## config.mk

```make
export PLATFORM = sky130hd
export DESIGN_NAME = pc_sequencer_flat
export DESIGN_NICKNAME = d
export VERILOG_FILES = /design/src/rtl/pc_sequencer_if.sv /design/src/rtl/pc_sequencer.sv /design/src/flat_wrapper.sv
export SDC_FILE = /design/constraint.sdc
export NUM_CORES = 1
export LEC_CHECK = 0
export ABC_CLOCK_PERIOD_IN_PS = 4900
export BUFFER_PORTS_ARGS = -buffer_cell sky130_fd_sc_hd__buf_2
export CAP_MARGIN = 20
export CORE_MARGIN = 1.5
export CORE_UTILIZATION = 30
export CTS_BUF_LIST = sky130_fd_sc_hd__clkbuf_8 sky130_fd_sc_hd__clkbuf_16
export DETAILED_ROUTE_END_ITERATION = 10
export PLACE_DENSITY = 0.6
export SLEW_MARGIN = 30
export SYNTH_ARGS = -nofsm -noshare
export SYNTH_HDL_FRONTEND = slang
export SYNTH_SLANG_ARGS = --single-unit
```

## constraint.sdc

```tcl
create_clock -name i_clk -period 4.9 [get_ports i_clk]
set_input_delay 0.735 -clock i_clk [delete_from_list [all_inputs] [get_ports i_clk]]
set_output_delay 0.735 -clock i_clk [all_outputs]
set_load 0.01 [all_outputs]
```

## src/rtl/pc_sequencer_if.sv

```systemverilog
// Fetch-stage PC sequencer signal bundle: hazard/EX-side controls in, PC-register controls and status out.
// The master modport is the hazard/EX side; the slave modport is the sequencer.
interface pc_sequencer_if;
    logic       start;
    logic       halt_req;
    logic       stall;
    logic       br_taken_EX;
    logic       jalr_EX;
    logic       pc_en;
    logic [1:0] pc_sel;
    logic       flush_IF;
    logic       flush_ID;
    logic       busy;
    logic       halted;

    modport master (
        output start, halt_req, stall, br_taken_EX, jalr_EX,
        input  pc_en, pc_sel, flush_IF, flush_ID, busy, halted
    );

    modport slave (
        input  start, halt_req, stall, br_taken_EX, jalr_EX,
        output pc_en, pc_sel, flush_IF, flush_ID, busy, halted
    );
endinterface

```

## src/rtl/pc_sequencer.sv

```systemverilog
// Fetch-stage PC sequencer: arbitrates sequential fetch, branch/JALR redirect, stall and halt.
// Optional performance counters are enabled by defining PCSEQ_PERF_EN.
//
//  state    | meaning
//  ---------+----------------------------------------------------------
//  ST_IDLE  | after reset, PC frozen until start
//  ST_RUN   | normal fetch, redirects and halt requests accepted
//  ST_FLUSH | wrong-path bubbles after a redirect, IF/ID and ID/EX killed
//  ST_HALT  | fetch stopped, waiting for start
module pc_sequencer #(
    parameter int FLUSH_CYCLES = 2
`ifdef PCSEQ_PERF_EN
    ,
    parameter int CNT_W        = 32
`endif
) (
    input  logic              i_clk,
    input  logic              i_rst,
`ifdef PCSEQ_PERF_EN
    output logic [CNT_W-1:0]  o_redirect_cnt,
    output logic [CNT_W-1:0]  o_stall_cnt,
`endif
    pc_sequencer_if.slave     bus
);

    generate
        if (FLUSH_CYCLES < 1 || FLUSH_CYCLES > 15) begin : g_bad_flush_cycles
            $error("pc_sequencer: FLUSH_CYCLES must be in 1..15");
        end
    endgenerate

    typedef enum logic [1:0] {
        ST_IDLE  = 2'd0,
        ST_RUN   = 2'd1,
        ST_FLUSH = 2'd2,
        ST_HALT  = 2'd3
    } state_t;

    localparam logic [1:0] SEL_SEQ    = 2'b00;
    localparam logic [1:0] SEL_BRANCH = 2'b01;
    localparam logic [1:0] SEL_JALR   = 2'b10;
    localparam logic [3:0] FLUSH_LOAD = 4'(FLUSH_CYCLES);

    state_t     r_state;
    logic [3:0] r_flush_cnt;
    logic       r_halt_pend;

    state_t     w_next_state;
    logic       w_pc_en;
    logic [1:0] w_pc_sel;
    logic       w_cnt_load;
    logic       w_cnt_dec;
    logic       w_cnt_tc;
    logic       w_pend_set;
    logic       w_pend_clr;
    logic       w_redirect;
    logic       w_busy;

    assign w_cnt_tc = (r_flush_cnt == 4'd1);
    assign w_busy   = (r_state == ST_RUN) || (r_state == ST_FLUSH);

    always_ff @(posedge i_clk or posedge i_rst) begin
        if (i_rst) begin
            r_state <= ST_IDLE;
        end else begin
            r_state <= w_next_state;
        end
    end

    always_comb begin
        w_next_state = r_state;
        w_pc_en      = 1'b0;
        w_pc_sel     = SEL_SEQ;
        w_cnt_load   = 1'b0;
        w_cnt_dec    = 1'b0;
        w_pend_set   = 1'b0;
        w_pend_clr   = 1'b0;
        w_redirect   = 1'b0;

        case (r_state)
            ST_IDLE: begin
                if (bus.start) begin
                    w_next_state = ST_RUN;
                end
            end

            ST_HALT: begin
                if (bus.start) begin
                    w_next_state = ST_RUN;
                    w_pend_clr   = 1'b1;
                end
            end

            ST_RUN: begin
                if (bus.jalr_EX || bus.br_taken_EX) begin
                    // Redirect beats both stall and halt; a coincident halt is deferred past the flush.
                    w_redirect   = 1'b1;
                    w_pc_en      = 1'b1;
                    w_pc_sel     = bus.jalr_EX ? SEL_JALR : SEL_BRANCH;
                    w_cnt_load   = 1'b1;
                    w_pend_set   = bus.halt_req;
                    w_next_state = ST_FLUSH;
                end else if (bus.halt_req) begin
                    w_next_state = ST_HALT;
                end else if (!bus.stall) begin
                    w_pc_en = 1'b1;
                end
            end

            ST_FLUSH: begin
                w_pc_en    = !bus.stall;
                w_pend_set = bus.halt_req;
                if (!bus.stall) begin
                    w_cnt_dec = 1'b1;
                    // A halt request arriving on the last bubble is honoured immediately.
                    if (w_cnt_tc) begin
                        w_next_state = (r_halt_pend || bus.halt_req) ? ST_HALT : ST_RUN;
                    end
                end
            end

            default: begin
                w_next_state = ST_IDLE;
            end
        endcase
    end

    always_ff @(posedge i_clk or posedge i_rst) begin
        if (i_rst) begin
            r_flush_cnt <= 4'd0;
        end else if (w_cnt_load) begin
            r_flush_cnt <= FLUSH_LOAD;
        end else if (w_cnt_dec) begin
            r_flush_cnt <= r_flush_cnt - 4'd1;
        end
    end

    always_ff @(posedge i_clk or posedge i_rst) begin
        if (i_rst) begin
            r_halt_pend <= 1'b0;
        end else if (w_pend_clr) begin
            r_halt_pend <= 1'b0;
        end else if (w_pend_set) begin
            r_halt_pend <= 1'b1;
        end
    end

    assign bus.pc_en    = w_pc_en;
    assign bus.pc_sel   = w_pc_sel;
    assign bus.flush_IF = (r_state == ST_FLUSH);
    assign bus.flush_ID = (r_state == ST_FLUSH);
    assign bus.busy     = w_busy;
    assign bus.halted   = (r_state == ST_HALT);

`ifdef PCSEQ_PERF_EN
    logic [CNT_W-1:0] r_redirect_cnt;
    logic [CNT_W-1:0] r_stall_cnt;

    always_ff @(posedge i_clk or posedge i_rst) begin
        if (i_rst) begin
            r_redirect_cnt <= '0;
            r_stall_cnt    <= '0;
        end else begin
            if (w_redirect && (r_redirect_cnt != '1)) begin
                r_redirect_cnt <= r_redirect_cnt + CNT_W'(1);
            end
            if (w_busy && bus.stall && (r_stall_cnt != '1)) begin
                r_stall_cnt <= r_stall_cnt + CNT_W'(1);
            end
        end
    end

    assign o_redirect_cnt = r_redirect_cnt;
    assign o_stall_cnt    = r_stall_cnt;
`else
    logic w_unused;
    assign w_unused = w_redirect;
`endif

endmodule
```

## src/flat_wrapper.sv

```systemverilog
// flat-port wrapper written by rule: the top's interface ports become plain ports
module pc_sequencer_flat 
#(
    parameter int FLUSH_CYCLES = 2

)
  (i_clk, i_rst, bus_start, bus_halt_req, bus_stall, bus_br_taken_EX, bus_jalr_EX, bus_pc_en, bus_pc_sel, bus_flush_IF, bus_flush_ID, bus_busy, bus_halted);
  pc_sequencer_if bus_i ();
  input  logic i_clk;
  input  logic i_rst;
  input wire logic [$bits(bus_i.start)-1:0] bus_start;
  input wire logic [$bits(bus_i.halt_req)-1:0] bus_halt_req;
  input wire logic [$bits(bus_i.stall)-1:0] bus_stall;
  input wire logic [$bits(bus_i.br_taken_EX)-1:0] bus_br_taken_EX;
  input wire logic [$bits(bus_i.jalr_EX)-1:0] bus_jalr_EX;
  output wire logic [$bits(bus_i.pc_en)-1:0] bus_pc_en;
  output wire logic [$bits(bus_i.pc_sel)-1:0] bus_pc_sel;
  output wire logic [$bits(bus_i.flush_IF)-1:0] bus_flush_IF;
  output wire logic [$bits(bus_i.flush_ID)-1:0] bus_flush_ID;
  output wire logic [$bits(bus_i.busy)-1:0] bus_busy;
  output wire logic [$bits(bus_i.halted)-1:0] bus_halted;
  assign bus_i.start = bus_start;
  assign bus_i.halt_req = bus_halt_req;
  assign bus_i.stall = bus_stall;
  assign bus_i.br_taken_EX = bus_br_taken_EX;
  assign bus_i.jalr_EX = bus_jalr_EX;
  assign bus_pc_en = bus_i.pc_en;
  assign bus_pc_sel = bus_i.pc_sel;
  assign bus_flush_IF = bus_i.flush_IF;
  assign bus_flush_ID = bus_i.flush_ID;
  assign bus_busy = bus_i.busy;
  assign bus_halted = bus_i.halted;
  pc_sequencer #(.FLUSH_CYCLES(FLUSH_CYCLES)) u_core (.i_clk(i_clk), .i_rst(i_rst), .bus(bus_i));
endmodule
```

# After elaboration in Yosys (flattened, before gate mapping)

Cells that the tools add are included.

Input bits: 7
Bits in registers: 7
Output and inout bits: 7

Equality and inequality tests: 8
Reduce and logical (&&, ||, !) cells: 9
Muxes and demuxes: 25
Add/sub/neg operators: 1

Operator list:

| kind                                                                    | count |
|---|---|
| 2-bit two-way mux                                                       | 9 |
| 1-bit two-way mux                                                       | 11 |
| 4-bit two-way mux                                                       | 2 |
| 2-bit case mux with 3 select lines                                      | 1 |
| 2-bit == test, second input constant                                    | 2 |
| 4-bit by 1-bit == test with 1-bit output, second input constant         | 1 |
| 2-bit by 1-bit inequality test with 1-bit output, second input constant | 2 |
| 1-bit case mux with 2 select lines                                      | 2 |
| 4-bit AND reduction                                                     | 1 |
| 2-bit nonzero test                                                      | 2 |
| 4-bit by 1-bit subtractor with 4-bit output, second input constant      | 1 |
| 1-bit logical OR                                                        | 3 |
| 3-bit inequality test, second input constant                            | 1 |
| 2-bit by 1-bit == test with 1-bit output, second input constant         | 1 |
| 2-bit logical NOT                                                       | 1 |
| 2-bit inequality test, second input constant                            | 1 |
| 2-bit OR reduction                                                      | 1 |
| 1-bit logical NOT                                                       | 1 |

# Depth between registers and ports, before layout

Depth in word-level cells: 5
Depth in mapped cells: 5
Mapped depth without buffers: 5

# Worst setup path after synthesis

OpenSTA, ideal clock, no wires.

Path type: input to register
Start point: in bus_stall
End point: reg u_core.r_state[1]
Cell stages on the path: 3
Setup slack: 2941 ps
Arrival: 1831 ps
Path buffers: 0
Path through: or4b_1 > a221oi_2 > mux2_1

Longest elaborated chain between the ends: 2

RTL lines:

| what                                   | RTL line           | source |
|---|---|---|
| start, declared                        | flat_wrapper.sv:13 | `input wire logic [$bits(bus_i.stall)-1:0] bus_stall;` |
| 2-bit inequality test (no source line) | n/a                |  |
| 4-bit AND reduction (no source line)   | n/a                |  |
| end signal, assigned                   | pc_sequencer.sv:66 | `r_state <= w_next_state;` |
| end, declared                          | pc_sequencer.sv:44 | `state_t r_state;` |

Every way passes these cells.
A chain may end at the register's enable or synchronous reset.

# Worst setup path in the final report

Start point: reg u_core.r_state[0]
End point: out bus_pc_en

Longest elaborated chain between the ends: 2

RTL lines:

| what                                                                      | RTL line           | source |
|---|---|---|
| 2-bit == test or 2-bit by 1-bit == test with 1-bit output (tied branches) | pc_sequencer.sv:80 | `case (r_state)` |
| 1-bit case mux with 2 select lines *                                      | pc_sequencer.sv:80 |  |
| end, declared                                                             | flat_wrapper.sv:16 | `output wire logic [$bits(bus_i.pc_en)-1:0] bus_pc_en;` |

Every way passes the cells marked *; elsewhere a longest branch is shown, timed or not.

==> summary.md <==
| Metric | Value |
|---|---|
| Crit path max-delay family | flip-flops |
| Largest net degree at the start of global routing | 10 |
| HPWL Detailed | 788 um |
| Cell depth of the worst setup path | 5 |
| PD cells | 570 nW/um^2 |
| Vias/cell | 4.94 |
| Fin. Hold Viols | 0 |
| Vias in the first global route | 403 |
| Avg Synthesized Cell Area | 9.45 sq um |
| Main area contributors after synthesis | dfrtp_1 (36%), ha_1 (13%), inv_1 (7.0%) |
| Skew-Pair Late Insertion Delay | 0.22 ns |
| Post-synthesis cell area | 482 sq um |
| PortBufs | 13 |
| Worst EP required | 4.16 ns |
| Post-Place Worst Slack | 2.77 ns |
| VDD IR max | 0.000255 V |
| Final core occ | 0.401 |
| Num CTS Buffers | 3 |
| Buf/Inv on CP | 2 |
| CTS tree | built |
| Slew HR | 0.749 |
| Area share of the largest cell type after synthesis | 0.364 |
| Clock sinks | 7 |
| Ys Warns | 0 |
| Worst-margin pin slew | 0.371 ns |
| H-Tree Depth | 1 |
| Fraction of layout cells with a size suffix above 1 | 0.254 |
| Worst-path maximum fanout | 9 |
| Sequential-to-total area share from yosys stat | 0.364 |
| Netlist cell types | 26 |
| Post-synthesis simple-gate area fraction | 0.169 |
| Tot Pwr | 0.345 mW |
| GR Util All Layers | 0.130 |
| Layout area overhead | 25.5% |
| Endpoints failing setup | 0 |
| Yosys reg bits | 7 |
| Synth Area in Adders | 0.130 |
| Row cnt | 14 |
| Slowest CP cell | dfrtp_1 |
| Worst setup EP type | primary output |
| RePlAce Congestion | 0.854 |
| Initial core utilization | 0.320 |
| Post-Synthesis Cells | 51 |
| Synth Area in Compound Gates | 0.192 |
| Fmax achieved | 458 MHz |
| Reg clk slew, reported paths | 0.04 ns |
| Largest family of logic cells by synthesized area | compound AO/OA/AOI/OAI gates |
| Yosys top cell by area | dfrtp_1 |
| Mux cell area share after synthesis | 0.0234 |
| Fin Clk Skew | 0.000958 ns |
| Worst EP arrival | 1.45 ns |
| Hold Path Class | in -> async |
| Core area | 1510 sq um |
| WL final | 973 um |
| Setup TNS | 0 ns |
| RSZ-0062 raised after global routing | false |
| Clk buf depth | 2 |
| Critical path cell sequence | inv_1, ha_1, o21bai_1, a21oi_1, buf_2 |
| DRC | 0 |
| Max Transition Viols Final | 0 |
| Startpoint Class | flop |
| PostCTS Resize Cnt | 0 |
| Final Instance Count excl. Fillers | 83 |
| Inst Count DP | 79 |
| DRT antenna net count | 0 |
| Fin worst setup slack | 2.72 ns |
| Status | complete, no violations |
| Post-CTS setup repair buffer count | 0 |
| First-pass GRT wire length | 1680 um |
| Critical path type | reg -> out |
| Post-DR wirelength/cell | 11.7 um |
| Reg2Reg Depth | 5 |
| Gr ovfl total | 0 |
| Slowest cell delay on critical path | 0.41 ns |
| Fin crit share | 0.445 |
| Post-Synth XOR/XNOR Area | 0.0364 |
| Post-layout min period | 2.18 ns |
| Initial antenna violation count | 0 |
| Via Count | 410 |
| Max Cap Viol | 0 |
| Hold Buf Count CTS | 0 |
| Die Y | 43.1 um |
| DIE AREA | 1860 sq um |
| Leakage Power | 0.319 nW |
| Clk root buf | clkbuf_8 |
| Antenna cell count | 0 |
| Initial DRC Count | 5 |
| Final #Nets | 80 |
| Ports | 14 |
| Die width | 43.1 um |
| Syn_nets | 63 |
| Drt first pass iters | 4 |
final timing paths:
check	slack, ns	from	end
max	2.72	u_core.r_state[0]$_DFFE_PP0P_	bus_pc_en
min in group i_clk	0.53	u_core.r_halt_pend$_DFFE_PP0P_	u_core.r_halt_pend$_DFFE_PP0P_
max reg2reg	3.07	u_core.r_flush_cnt[1]$_DFFE_PP0P_	u_core.r_state[1]$_DFFE_PP0P_
max in group asynchronous	4.27	i_rst	u_core.r_halt_pend$_DFFE_PP0P_
min reg2reg	0.53	u_core.r_halt_pend$_DFFE_PP0P_	u_core.r_halt_pend$_DFFE_PP0P_
min	0.43	i_rst	u_core.r_flush_cnt[1]$_DFFE_PP0P_
layout by cell type, fill, tap and decap left out, types with 2 or more instances in the layout:
cell type,instances
or3_1,2
inv_1,10
clkbuf_8,3
o211ai_1,2
buf_2,13
dfrtp_1,7
ha_1,5
nor2_1,2
a21oi_1,3
o21ai_0,3
logic make-up (layout without fill, tap and decap cells):
group	Yosys count	after routing
AO/OA/AOI/OAI	13	13
XOR/XNOR	2	2
adder cells (fa/ha/maj)	5	5
buffers and inverters	10	26
flip-flops	7	7
multiplexers	1	1
AND/OR/NAND/NOR	13	13
area by class of cell:
type,count,area [sq um]
Multi-Input combinational cell,34,265
Sequential cell,7,175
Timing Repair Buffer,13,65.1
Clock buffer,3,41.3
Fill cell,155,902
Clock inverter,1,3.75
Tap cell,16,20.0
Inverter,9,33.8
synthesized netlist by cell type:
cell type  count
a22oi_1        1
o21bai_1       1
ha_1           5
nor3_1         1
or4b_1         1
xnor2_1        1
a21oi_1        3
o32a_1         1
buf_4          1
nor4b_1        1
nand3b_1       1
dfrtp_1        7
nor2b_1        1
o21ai_0        3
nor3b_1        1
and2_1         1
nor2_1         2
nand2_1        1
inv_1          9
mux2_1         1
a221oi_2       1
xor2_1         1
o211ai_1       2
or3_1          2
nand2b_1       1
o21a_1         1
where the power goes:
| group | internal, mW | total [mW] | switching, mW |
|---|---|---|---|
| Combinational | 0.0778 | 0.173 | 0.0952 |
| Sequential | 0.0789 | 0.0958 | 0.0169 |
| Clock | 0.0539 | 0.0758 | 0.0219 |
| Total | 0.211 | 0.345 | 0.134 |
metal layers:
layer  track usage  part of all wire  vias to the layer above
li1              -                 -                      210
met1         0.145              0.48                      179
met2         0.191              0.40                       16
met3        0.0383             0.068                        5
met4         0.127             0.045                        0
met5             0                 0                        -
sequential cells by signal, indices dropped and copies added, names as in the netlist:
name	flops
u_core.r_state	2
u_core.r_flush_cnt	4
u_core.r_halt_pend	1
metrics by stage:
stage	instance area, sq um	hold slack [ns]
6_report	604	0.427
5_1_grt	604	0.450
4_1_cts	604	0.434
3_5_place_dp	559	0.525
3_3_place_gp	559	0.517
2_1_floorplan	482	0.491
worst register-to-register path: stages (launching register included):
cell and delay (ns):
dfrtp_1 0.39, inv_1 0.09, ha_1 0.15, or4b_1 0.45, a221oi_2 0.28, mux2_1 0.35
No activity file was read; power rests on OpenSTA's default activity.
